==> config.mk <==
export PLATFORM = sky130hd
export DESIGN_NAME = maze_step_unit
export DESIGN_NICKNAME = d
export VERILOG_FILES = /design/src/rtl/maze_step_unit.sv
export SDC_FILE = /design/constraint.sdc
export NUM_CORES = 1
export LEC_CHECK = 0
export CELL_PAD_IN_SITES_DETAIL_PLACEMENT = 1
export CELL_PAD_IN_SITES_GLOBAL_PLACEMENT = 1
export CORE_ASPECT_RATIO = 1.1
export CORE_MARGIN = 1
export CORE_UTILIZATION = 45
export DETAILED_ROUTE_END_ITERATION = 16
export HOLD_SLACK_MARGIN = 0.05
export PLACE_DENSITY = 0.82
export SLEW_MARGIN = 20
export SYNTH_ARGS = -nofsm -noshare
export SYNTH_HDL_FRONTEND = slang
export SYNTH_SLANG_ARGS = --single-unit
export TNS_END_PERCENT = 10
==> constraint.sdc <==
create_clock -name clk_i -period 4.2 [get_ports clk_i]
set_input_delay 0.63 -clock clk_i [delete_from_list [all_inputs] [get_ports clk_i]]
set_output_delay 0.63 -clock clk_i [all_outputs]
set_load 0.01 [all_outputs]
==> src/rtl/maze_step_unit.sv <==
// Maze walker: tracks a registered {X,Y} location and records accepted moves on a LIFO.
// Pops undo the most recent move so that a search can backtrack. Goal detection drives reached_o.
module maze_step_unit #(
    parameter int unsigned COORD_W     = 4,
    parameter int unsigned STACK_DEPTH = 16,
    localparam int unsigned DepthW     = $clog2(STACK_DEPTH) + 1,
    localparam int unsigned PtrW       = $clog2(STACK_DEPTH)
) (
    input  logic                 clk_i,
    input  logic                 rst_ni,
    input  logic                 load_i,
    input  logic [2*COORD_W-1:0] start_loc_i,
    input  logic [2*COORD_W-1:0] goal_loc_i,
    input  logic                 step_req_i,
    input  logic [1:0]           dir_i,
    input  logic                 pop_req_i,
    output logic [2*COORD_W-1:0] cur_loc_o,
    output logic                 ack_o,
    output logic [1:0]           err_o,
    output logic [DepthW-1:0]    depth_o,
    output logic                 reached_o
);

    typedef enum logic [1:0] {StIdle, StActive, StDone} state_e;

    localparam logic [1:0] ErrOk    = 2'b00;
    localparam logic [1:0] ErrEdge  = 2'b01;
    localparam logic [1:0] ErrFull  = 2'b10;
    localparam logic [1:0] ErrEmpty = 2'b11;
    localparam logic [DepthW-1:0] DepthFull = DepthW'(STACK_DEPTH);

    state_e               state_q, state_d;
    logic [2*COORD_W-1:0] cur_q, cur_d;
    logic [DepthW-1:0]    depth_q, depth_d;
    logic                 ack_q, ack_d;
    logic [1:0]           err_q, err_d;
    logic                 reached_q, reached_d;
    logic                 push_en;
    logic [1:0]           stack_q [STACK_DEPTH];
    logic [PtrW-1:0]      top_idx;
    logic [1:0]           top_dir;
    logic [2*COORD_W-1:0] step_loc, pop_loc;
    logic                 step_blocked;

    // dir[1]^dir[0] selects the X axis, dir[0] selects increment.
    function automatic logic move_blocked(input logic [2*COORD_W-1:0] loc, input logic [1:0] d);
        logic [COORD_W-1:0] c;
        c = (d[1] ^ d[0]) ? loc[2*COORD_W-1:COORD_W] : loc[COORD_W-1:0];
        return d[0] ? (c == '1) : (c == '0);
    endfunction

    function automatic logic [2*COORD_W-1:0] move_loc(input logic [2*COORD_W-1:0] loc,
                                                      input logic [1:0] d);
        logic [COORD_W-1:0] x, y;
        x = loc[2*COORD_W-1:COORD_W];
        y = loc[COORD_W-1:0];
        if (d[1] ^ d[0]) begin
            x = d[0] ? x + 1'b1 : x - 1'b1;
        end else begin
            y = d[0] ? y + 1'b1 : y - 1'b1;
        end
        return {x, y};
    endfunction

    always_comb begin
        top_idx      = PtrW'(depth_q - 1'b1);
        top_dir      = stack_q[top_idx];
        step_blocked = move_blocked(cur_q, dir_i);
        step_loc     = move_loc(cur_q, dir_i);
        // A recorded move is always reversible, so the undo needs no edge check.
        pop_loc      = move_loc(cur_q, top_dir ^ 2'b11);
    end

    always_comb begin
        state_d = state_q;
        cur_d   = cur_q;
        depth_d = depth_q;
        ack_d   = 1'b0;
        err_d   = ErrOk;
        push_en = 1'b0;
        if (load_i) begin
            cur_d   = start_loc_i;
            depth_d = '0;
            state_d = (start_loc_i == goal_loc_i) ? StDone : StActive;
        end else if (state_q != StIdle) begin
            if (pop_req_i) begin
                ack_d = 1'b1;
                if (depth_q == '0) begin
                    err_d = ErrEmpty;
                end else begin
                    cur_d   = pop_loc;
                    depth_d = depth_q - 1'b1;
                    state_d = (pop_loc == goal_loc_i) ? StDone : StActive;
                end
            end else if (step_req_i && state_q == StActive) begin
                ack_d = 1'b1;
                if (step_blocked) begin
                    err_d = ErrEdge;
                end else if (depth_q == DepthFull) begin
                    err_d = ErrFull;
                end else begin
                    cur_d   = step_loc;
                    depth_d = depth_q + 1'b1;
                    push_en = 1'b1;
                    state_d = (step_loc == goal_loc_i) ? StDone : StActive;
                end
            end
        end
        reached_d = (state_d == StDone);
    end

    always_ff @(posedge clk_i or negedge rst_ni) begin
        if (!rst_ni) begin
            state_q   <= StIdle;
            cur_q     <= '0;
            depth_q   <= '0;
            ack_q     <= 1'b0;
            err_q     <= ErrOk;
            reached_q <= 1'b0;
        end else begin
            state_q   <= state_d;
            cur_q     <= cur_d;
            depth_q   <= depth_d;
            ack_q     <= ack_d;
            err_q     <= err_d;
            reached_q <= reached_d;
        end
    end

    always_ff @(posedge clk_i) begin
        if (push_en) begin
            stack_q[depth_q[PtrW-1:0]] <= dir_i;
        end
    end

    assign cur_loc_o = cur_q;
    assign ack_o     = ack_q;
    assign err_o     = err_q;
    assign depth_o   = depth_q;
    assign reached_o = reached_q;

endmodule

== Yosys cells after proc, flatten, opt, wreduce, memory -nomap -nowiden ==
Memories as Yosys holds them, arrays and structs flattened.
Index checks and enable logic that the tools add are counted.

* Add/sub/neg operators: 6
* Equal/unequal tests: 10
* Mux-type cells: 53
* Bitwise logic cells: 3
* Reduce and logical (&&, ||, !) cells: 7

{| class="wikitable"
|+ Operators by type and width
! kind !! count
|-
| 8-bit two-way mux || 7
|-
| 4-bit two-way mux || 9
|-
| 5-bit two-way mux || 7
|-
| 2-bit two-way mux || 17
|-
| 8-bit equality test || 3
|-
| 1-bit two-way mux || 13
|-
| 3-bit != test (second input constant) || 3
|-
| 4-bit by 1-bit adder with 4-bit output (second input constant) || 2
|-
| 4-bit by 1-bit subtractor with 4-bit output (second input constant) || 2
|-
| 5-bit by 1-bit adder with 5-bit output (second input constant) || 1
|-
| 5-bit equality test (second input constant) || 1
|-
| 5-bit logical NOT || 1
|-
| 5-bit AND reduction || 1
|-
| 5-bit by 1-bit subtractor with 5-bit output (second input constant) || 1
|-
| 4-bit equality test (second input constant) || 1
|-
| 4-bit logical NOT || 1
|-
| 2-bit nonzero test || 2
|-
| 3-bit nonzero test || 1
|-
| 2-bit by 1-bit equality test with 1-bit output (second input constant) || 1
|-
| 2-bit equality test (second input constant) || 1
|-
| 2-bit NOT || 1
|-
| 1-bit XOR || 2
|-
| 1-bit logical AND || 1
|}

* Register bits: 19
* Bits in writable memories: 32
* Input port bits: 23
* Output and inout port bits: 17
* Word-level logic and storage cells: 86
* Memories kept: 1

{| class="wikitable"
|+ Memory list
! name !! words !! bits a word !! rd ports !! clocked after memory_dff !! write ports !! line !! text
|-
| stack_q || 16 || 2 || 1 || 0 || 1 || 39 || <nowiki>logic [1:0] stack_q [STACK_DEPTH];</nowiki>
|}

== Longest topological paths before layout ==
Gate-level depths: netlist of the first run.

* Depth after elaboration: 12
* Depth in mapped cells: 12
* Depth with buffers taken out: 10

== Worst setup path after synthesis of the first run ==
OpenSTA, ideal clock, no wires.

* Path type: register to register
* Start point: reg depth_q[0], in the netlist depth_o[0]
* End point: reg cur_q[6], in the netlist cur_loc_o[6]
* Library setup time: 0.138 ns
* Data arrival time: 3.251 ns
* Data required time: 4.062 ns
* Path slack: 0.811 ns
* Cell stages (with the launch flop): 13
* Buffers on the path: 2
* Period minus slack after synthesis: 3.389 ns
* Cell sequence: dfrtp_1 -> inv_2 -> ha_1 -> buf_6 -> buf_8 -> mux2_1 -> mux4_2 -> xnor2_1 -> mux2i_1 -> nor4_1 -> o21a_1 -> a2111oi_0 -> a21oi_1

* Longest elaborated chain between the ends: 9
* Elaborated cells on any way between the ends: 15
* Classes of those cells: 1 x add/sub; 3 x eq/ne; 6 x mux; 2 x bitwise; 2 x reduce/logical; 1 x memory

{| class="wikitable"
|+ Ends and longest elaborated chain
! item !! line !! text
|-
| start, declared || 34 || <nowiki>logic [DepthW-1:0] depth_q, depth_d;</nowiki>
|-
| start signal, assigned || 123 || <nowiki>depth_q <= depth_d;</nowiki>
|-
| 5-bit by 1-bit subtractor with 5-bit output || -- ||
|-
| memory read 16 x 2 bit || -- ||
|-
| 2-bit NOT (no line) || -- ||
|-
| 4-bit two-way mux or 1-bit XOR (tied branches) || 58, 57 ||
|-
| 4-bit two-way mux || 57 || <nowiki>if (d[1] ^ d[0]) begin</nowiki>
|-
| 8-bit two-way mux || 88 || <nowiki>if (depth_q == '0) begin</nowiki>
|-
| 8-bit two-way mux || 86 || <nowiki>if (pop_req_i) begin</nowiki>
|-
| 8-bit two-way mux || 85 || <nowiki>end else if (state_q != StIdle) begin</nowiki>
|-
| 8-bit two-way mux || 81 || <nowiki>if (load_i) begin</nowiki>
|-
| end signal, assigned || 122 || <nowiki>cur_q <= cur_d;</nowiki>
|-
| end, declared || 33 || <nowiki>logic [2*COORD_W-1:0] cur_q, cur_d;</nowiki>
|}

Several ways; a longest one is shown, not always the timed one. The select of a mux whose other input is x is not followed.
A chain may end at the register's enable or synchronous reset.

== Worst setup path after layout of the first run ==
* Start point: reg depth_q[0], in the netlist depth_o[0]
* End point: reg reached_q, in the netlist reached_o

* Longest elaborated chain between the ends: 12
* Elaborated cells on any way between the ends: 20
* Classes of those cells: 1 x add/sub; 3 x eq/ne; 12 x mux; 2 x bitwise; 1 x reduce/logical; 1 x memory

{| class="wikitable"
|+ Ends and longest elaborated chain
! item !! line !! text
|-
| 5-bit by 1-bit subtractor with 5-bit output || -- ||
|-
| memory read 16 x 2 bit || -- ||
|-
| 2-bit NOT (no line) || -- ||
|-
| 4-bit two-way mux (tied with other cells) || 60 || <nowiki>y = d[0] ? y + 1'b1 : y - 1'b1;</nowiki>
|-
| 4-bit two-way mux || 57 ||
|-
| 8-bit equality test || 93 || <nowiki>state_d = (pop_loc == goal_loc_i) ? StDone : StActive;</nowiki>
|-
| 2-bit two-way mux || 93 ||
|-
| 2-bit two-way mux || 88 ||
|-
| 2-bit two-way mux (*) || 86 ||
|-
| 2-bit two-way mux (*) || 85 ||
|-
| 2-bit two-way mux (*) || 81 ||
|-
| 2-bit equality test (*) || 109 || <nowiki>reached_d = (state_d == StDone);</nowiki>
|-
| via reached_d || 37 || <nowiki>logic reached_q, reached_d;</nowiki>
|-
| end signal, assigned || 126 || <nowiki>reached_q <= reached_d;</nowiki>
|-
| end, declared || 37 ||
|}

The timed path passes the listed nets; every way through them passes the cells marked *.

==> results by group, run 1 <==
Status
  – Status: finished clean

Yosys
  – Mux cell area share after synthesis: 11.1%
  – Main combinational cell family by area after synthesis: simple AND/OR/NAND/NOR gates
  – Cells after synthesis: roughly 340
  – Post-Syn Area: 3510 um^2
  – Yosys reg bits: 51
  – Ys async rst share: 37.3%
  – Area contributors post-synth: edfxtp_1 27%, dfrtp_1 14%, xnor2_1 5.0%
  – Synth warnings: 0
  – Post-Synth XOR/XNOR Area: 9.51%
  – Adder-cell area share of the yosys netlist: 2.85%
  – Area leader, netlist: edfxtp_1
  – Register area share after synthesis: 40.9%
  – Synth Area in Simple Gates: about 18%
  – Syn_area_per_cell: 10.2 um^2
  – Most used DFF post-synth: edfxtp_1
  – Compound-Gate Fraction of Synth Area: 14.3%
  – Number of synthesized flops with an enable pin: 32
  – Synthesized Nets: roughly 380
  – Synth top area share: 27.4%
  – Post-synth cell types: 65

Timing
  – Min Tclk post-route: 3.80 ns
  – Final Max Slew Viols: 0
  – F_max: 0.263 GHz
  – Final setup fails: 0
  – Unrepaired setup endpoints after global routing: no
  – Hold Vio Cnt, Final: 0
  – Period utilization: 90.4%
  – Least-Margin Pin Slew: 0.976 ns
  – Sum of negative setup slack: 0 ns
  – Hold Slack: 0.691 ns
  – Worst slew margin: 34.8%
  – Final Skew: 0.00701 ns

Clocking
  – Clk slew on worst S/H paths: 0.11 ns
  – Cts hold-fix bufs: 0
  – TritonCTS Buffers: 5
  – Root buffer cell: clkbuf_8
  – Skew-Pair Late Insertion Delay: around 0.32 ns
  – CTS sink cnt: 51
  – Clock buffer depth: 2
  – CTS tree: yes
  – PostCTS Resize Cnt: 0
  – H-tree depth: 2
  – Setup Buffers After CTS: 0

Routing
  – DR DRC count: 0
  – Via Count: 2875
  – Total Wirelength: 9.72 mm
  – Vias/cell: 5.84
  – Routed wire length per instance: 19.8 um
  – Final ANT Viol Nets: 0
  – Pre-antenna DRT Iters: 4
  – DRT iter0 DRCs: 110

Global routing
  – First-pass GRT wire length: 15.5 mm
  – Met3 Use GR: 2.62%
  – Largest net degree at the start of global routing: 31
  – Met2 global-route usage: 44.2%
  – Vias in the first global route: 2940
  – M1 GR Usage: 32.5%
  – Global route overflow: 0
  – GRT busiest layer: met2
  – Initial antenna violation count: 0
  – Total GRT Usage: 25.2%

Pwr
  – Combinational share of power: 63.4%
  – Cell Int Power: between 1500 and 2000 uW
  – Leak: 0.00151 uW
  – Pwr dens: 672 nW/um^2
  – Sw Pwr: 1290 uW
  – Sequential Power Share: 25.1%
  – Max rail drop VDD: a little under 0.0004 V
  – Clock power share: 11.4%
  – Sw Share: ~46%

Worst setup path
  – Crit path cell chain: inv_2, ha_4, buf_4, mux2i_1, mux4_2, mux2i_1, mux2i_1, xor2_1, o41ai_2, nand4_1, a21oi_1
  – CP max stage delay: 0.56 ns
  – CP max stage cell: mux4_2
  – CP dominant cell by count: mux2i_1
  – Delay-heaviest family, CP: multiplexers
  – Kind of critical path: flop to flop
  – Critical Path Source Type: flop
  – Crit end category: flop
  – Critical path data arrival time: between 4 and 5 ns
  – Crit path required time: 4.44 ns
  – CP Buf/Inv Count: 2
  – Max FO, Critical Path: 14

Finish
  – Antenna cell count: 0
  – Fin util: 55.4%
  – Commonest non-fill, non-tap cells in the layout: 39 x clkdlybuf4s50_1, 33 x nor2_1, 32 x edfxtp_1, 20 x xnor2_1
  – Commonest non-fill, non-tap cell in the layout: clkdlybuf4s50_1
  – Layout cells sized above 1: 10.9%
  – Area Growth Syn to Fin: 18.4%
  – Nets: 417

Floorplan
  – Core area: around 7500 um^2
  – Die H: 94.7 um
  – Die width: 86.2 um
  – Starting Density: between 40% and 50%
  – Die area: 8160 um^2
  – FP Rows: 33
  – I/O pin total: 40

Flow run
  – Max cap viols: 0

Min path
  – Worst hold path class: flop to flop

Place
  – Final HPWL DP: 7.34 mm
  – PortBufs: 39
  – Gpl congestion: 0.871
## area by class of cell
class,count,area [um^2]
Clock buffer,5,68.8
Tap cell,105,131
Multi-Input combinational cell,264,1970
Clock inverter,3,28.8
Fill cell,875,3350
Inverter,13,48.8
Sequential cell,51,1440
Timing Repair Buffer,51,480
## Yosys cell counts (2+ instances only)
cell / count
xor2_1: 15
mux2_1: 4
nor3_2: 2
mux2_2: 3
or3_1: 4
mux2i_1: 17
a211oi_1: 6
a22oi_1: 2
nor3_1: 12
xnor2_1: 20
edfxtp_1: 32
nor2b_1: 8
nand3_1: 8
a21oi_1: 19
and4_1: 3
mux4_2: 5
nand4_1: 5
nor2_1: 33
o31a_1: 3
buf_1: 2
a311o_1: 2
and2_1: 2
o21ai_0: 12
nand2_1: 16
dfrtp_1: 19
o22ai_1: 2
ha_1: 8
inv_1: 12
and3_1: 6
a21o_1: 3
nor4_1: 3
o21ai_1: 3
o211ai_1: 2
clkbuf_1: 12
nand2b_1: 4
mux2_4: 2
o21a_1: 5
## registers in the layout, indices dropped and copies added (netlist names)
| register | cells |
|---|---|
| stack_q | 32 |
| cur_loc_o | 8 |
| depth_o | 5 |
| err_o | 2 |
| state_q | 2 |
| ack_o | 1 |
| reached_o | 1 |
## cell families after synthesis
| group | count (synthesis) |
|---|---|
| AOI/OAI and AO/OA | 73 |
| xor gates and xnor gates | 36 |
| adders and majority gates | 8 |
| buffers and inverters | 29 |
| DFF | 51 |
| muxes | 31 |
| and+or+nand+nor | 116 |
## power by group through the flow
stage / clock network, uW / logic, uW / registers, uW
after floorplan: 0 / 1260 / 680
after global placement: 0 / 1650 / 708
after detailed placement: 0 / 1710 / 713
after CTS: 324 / 1730 / 702
after global routing: 337 / 1920 / 713
final: 320 / 1770 / 703
## layer usage
metal	wire length, um	part of all wire, %
met5	0	0
met4	278	2.9
met3	314	3.2
met2	4890	50
met1	4240	44
## final timing paths
path                             from            to  slack, ns  cells past startpoint
min                        depth_o[4]    depth_o[4]       0.69                      2
min in group asynchronous      rst_ni  cur_loc_o[7]       0.84                      1
max                        depth_o[0]     reached_o       0.40                     11
max in group asynchronous      rst_ni    state_q[1]       2.77                      1
min reg2reg                depth_o[4]    depth_o[4]       0.69                      2
max reg2reg                depth_o[0]     reached_o       0.40                     11
## worst reg2reg max path, cell delays in order, from the launching register on
cell	delay, ns
dfrtp_1	0.51
inv_2	0.19
ha_4	0.44
buf_4	0.23
mux2i_1	0.10
mux4_2	0.56
mux2i_1	0.32
mux2i_1	0.41
xor2_1	0.13
o41ai_2	0.40
nand4_1	0.22
a21oi_1	0.20
## stage by stage
| stage | total power, uW | instance area, um^2 | setup slack, ns | instances |
|---|---|---|---|---|
| 2_1_floorplan | 1940 | 3510 | 0.811 | 344 |
| 3_3_place_gp | 2360 | 4050 | 0.394 | 484 |
| 3_5_place_dp | 2420 | 4050 | 0.0775 | 484 |
| 4_1_cts | 2750 | 4140 | 0.0533 | 492 |
| 5_1_grt | 2970 | 4160 | 0.109 | 492 |
| 6_report | 2800 | 4160 | 0.405 | 492 |
Power figures use the tool's default switching activity.
==> run 2: changes to the inputs <==
--- a/config.mk
+++ b/config.mk
@@ -13,7 +13,7 @@
 export DETAILED_ROUTE_END_ITERATION = 16
 export HOLD_SLACK_MARGIN = 0.05
 export PLACE_DENSITY = 0.82
-export SLEW_MARGIN = 20
+export SLEW_MARGIN = 40
 export SYNTH_ARGS = -nofsm -noshare
 export SYNTH_HDL_FRONTEND = slang
 export SYNTH_SLANG_ARGS = --single-unit
==> run 2 against run 1 <==
Effect of this change: die area unchanged; core utilization decreased by 0.20 points; first-iteration DRC count decreased by 2.7%; non-clock buffer count unchanged; worst hold slack got worse by 0.44 ns; combinational power about the same; via count decreased by 0.73%; cell count unchanged; sequential power about the same; largest power group unchanged; largest cell class unchanged; routed wire length decreased by 0.10%; global-route usage decreased by 0.056 points; sequential cell count unchanged.
==> results by group, run 2 (same netlist as run 1, synthesis figures left out) <==
Floorplan
  – Die H: 94.7 um (unchanged)
  – Starting Density: 46.8% (unchanged)
  – Core area: 7510 um^2 (unchanged)
  – I/O pin total: 40 (unchanged)
  – FP Rows: 33 (unchanged)
  – Die area: 8160 um^2 (unchanged)
  – Die width: 86.2 um (unchanged)

Pwr
  – Max rail drop VDD: 0.000262 V (-33%)
  – Sw Share: 46.5% (+0.44 points)
  – Cell Int Power: 1490 uW (-1.1%)
  – Leak: 0.00151 uW (-0.14%)
  – Combinational share of power: 63.4% (about the same)
  – Sequential Power Share: 25.2% (about the same)
  – Clock power share: 11.4% (about the same)
  – Sw Pwr: 1300 uW (+0.68%)
  – Pwr dens: 672 nW/um^2 (about the same)

Clocking
  – Clk slew on worst S/H paths: 0.11 ns (about the same)
  – Setup Buffers After CTS: 0 (unchanged)
  – Clock buffer depth: 2 (unchanged)
  – Root buffer cell: clkbuf_8
  – H-tree depth: 2 (unchanged)
  – TritonCTS Buffers: 5 (unchanged)
  – CTS tree: yes
  – Skew-Pair Late Insertion Delay: 0.32 ns (about the same)
  – CTS sink cnt: 51 (unchanged)
  – PostCTS Resize Cnt: 0 (unchanged)
  – Cts hold-fix bufs: 0 (unchanged)

Routing
  – Final ANT Viol Nets: 0 (unchanged)
  – DR DRC count: 0 (unchanged)
  – Pre-antenna DRT Iters: 4 (unchanged)
  – Routed wire length per instance: 19.7 um (-0.10%)
  – Total Wirelength: 9.71 mm (-0.10%)
  – DRT iter0 DRCs: 107 (-2.7%)
  – Via Count: 2854 (-0.73%)
  – Vias/cell: 5.80 (-0.73%)

Worst setup path
  – Crit path required time: 4.44 ns (about the same)
  – Critical Path End: reached_o
  – R2R Setup Slk: 0.27 ns (-0.13 ns)
  – Setup crit start: depth_o[0]
  – Worst r2r path cells: 11 (unchanged)
  – Critical path data arrival time: 4.17 ns (+0.14 ns)
  – Max FO, Critical Path: 14 (unchanged)
  – Critical Path Source Type: flop
  – Crit end category: flop
  – Kind of critical path: flop to flop
  – Crit Reg-Reg Endpoint: reached_o
  – Reg2reg start: depth_o[0]

Place
  – Gpl congestion: 0.871 (unchanged)
  – Final HPWL DP: 7.31 mm (-0.35%)
  – PortBufs: 39 (unchanged)
  – Pre-CTS setup slack: 0.0819 ns (+0.00439 ns)

Finish
  – Area Growth Syn to Fin: 18.0%
  – Layout cells sized above 1: 11.1% (+0.26 points)
  – Fin util: 55.2% (-0.20 points)
  – Number of flip-flops in the largest register: 32 (unchanged)
  – Multi-input gate area: 1960 um^2 (-0.51%)
  – Nets: 417 (unchanged)
  – FILL cells: 864 (-1.3%)
  – Seq. cell area: 1440 um^2 (unchanged)
  – Antenna cell count: 0 (unchanged)
  – Commonest non-fill, non-tap cells in the layout: 38 x clkdlybuf4s50_1, 33 x nor2_1, 32 x edfxtp_1, 20 x xnor2_1
  – Commonest non-fill, non-tap cell in the layout: clkdlybuf4s50_1

Status
  – Status: finished clean

Timing
  – Period utilization: 93.5% (+3.2 points)
  – F_max: 0.255 GHz (-3.4%)
  – Worst slew margin: 61.6% (+27 points)
  – Worst Slack Setup Final: 0.271 ns (-0.133 ns)
  – Final Skew: 0.0111 ns (+0.00413 ns)
  – Final Max Slew Viols: 0 (unchanged)
  – Hold Vio Cnt, Final: 0 (unchanged)
  – Unrepaired setup endpoints after global routing: no
  – Least-Margin Pin Slew: 0.575 ns (-0.400 ns)
  – Final setup fails: 0 (unchanged)
  – Sum of negative setup slack: 0 ns (unchanged)
  – Min Tclk post-route: 3.93 ns (+0.133 ns)

Global routing
  – Largest net degree at the start of global routing: 31 (unchanged)
  – Vias in the first global route: 2973 (+1.1%)
  – First-pass GRT wire length: 15.4 mm (-0.26%)
  – Total GRT Usage: 25.1% (-0.056 points)
  – Initial antenna violation count: 0 (unchanged)
  – Global route overflow: 0 (unchanged)

Min path
  – Worst hold path class: primary input to async pin

Flow run
  – Max cap viols: 0 (unchanged)
[run 2: changes by cell type in the layout (fill, tap and decap cells not counted), sizes merged]
cell / change
buf: +1
clkdlybuf4s50: -1
[run 2: final cells by class]
type,count,area share [%]
sequential,51,34.6
clock buffer,5,1.66
clock inverter,3,0.694
inverter,13,1.18
timing repair buffer,51,11.5
tap,105,3.17
multi-input combinational,264,47.2
[run 2: how the worst min path moves through the flow]
stage / end / slack [ns]
4_1_cts: cur_loc_o[5] / 0.27
5_1_grt: cur_loc_o[0] / 0.29
2_1_floorplan: ack_o / 0.33
3_5_place_dp: cur_loc_o[7] / 0.62
3_3_place_gp: depth_o[0] / 0.63
6_report: cur_loc_o[0] / 0.25
[run 2: power groups by stage]
stage          clock (uW)  combinational (uW)  sequential, uW
2_1_floorplan           0                1260             680
3_5_place_dp            0                1710             713
6_report              319                1770             703
5_1_grt               337                1910             713
4_1_cts               324                1730             702
3_3_place_gp            0                1650             708
[run 2: critical path, cell delays in order (launching register included)]
cell	delay [ns]
dfrtp_1	0.51
inv_2	0.18
ha_2	0.58
buf_4	0.26
mux2i_1	0.10
mux4_2	0.55
mux2i_1	0.32
mux2i_1	0.39
xor2_1	0.14
o41ai_2	0.40
nand4_1	0.22
a21oi_1	0.18
[run 2: routing by layer]
metal | share of wire [%] | GRT usage [%]
met4 | 3.1 | 10.0
met2 | 49 | 42.8
met3 | 3.5 | 2.53
met5 | 0 | 0
met1 | 44 | 32.8
[run 2: stage by stage]
stage               cell area (um^2)  hold WS [ns]  total power [uW]  instances
global placement                4050         0.635              2360        484
global route                    4150         0.286              2960        492
floorplan                       3510         0.334              1940        344
detailed placement              4040         0.619              2420        484
CTS                             4140         0.271              2760        492
finish                          4150         0.253              2790        492
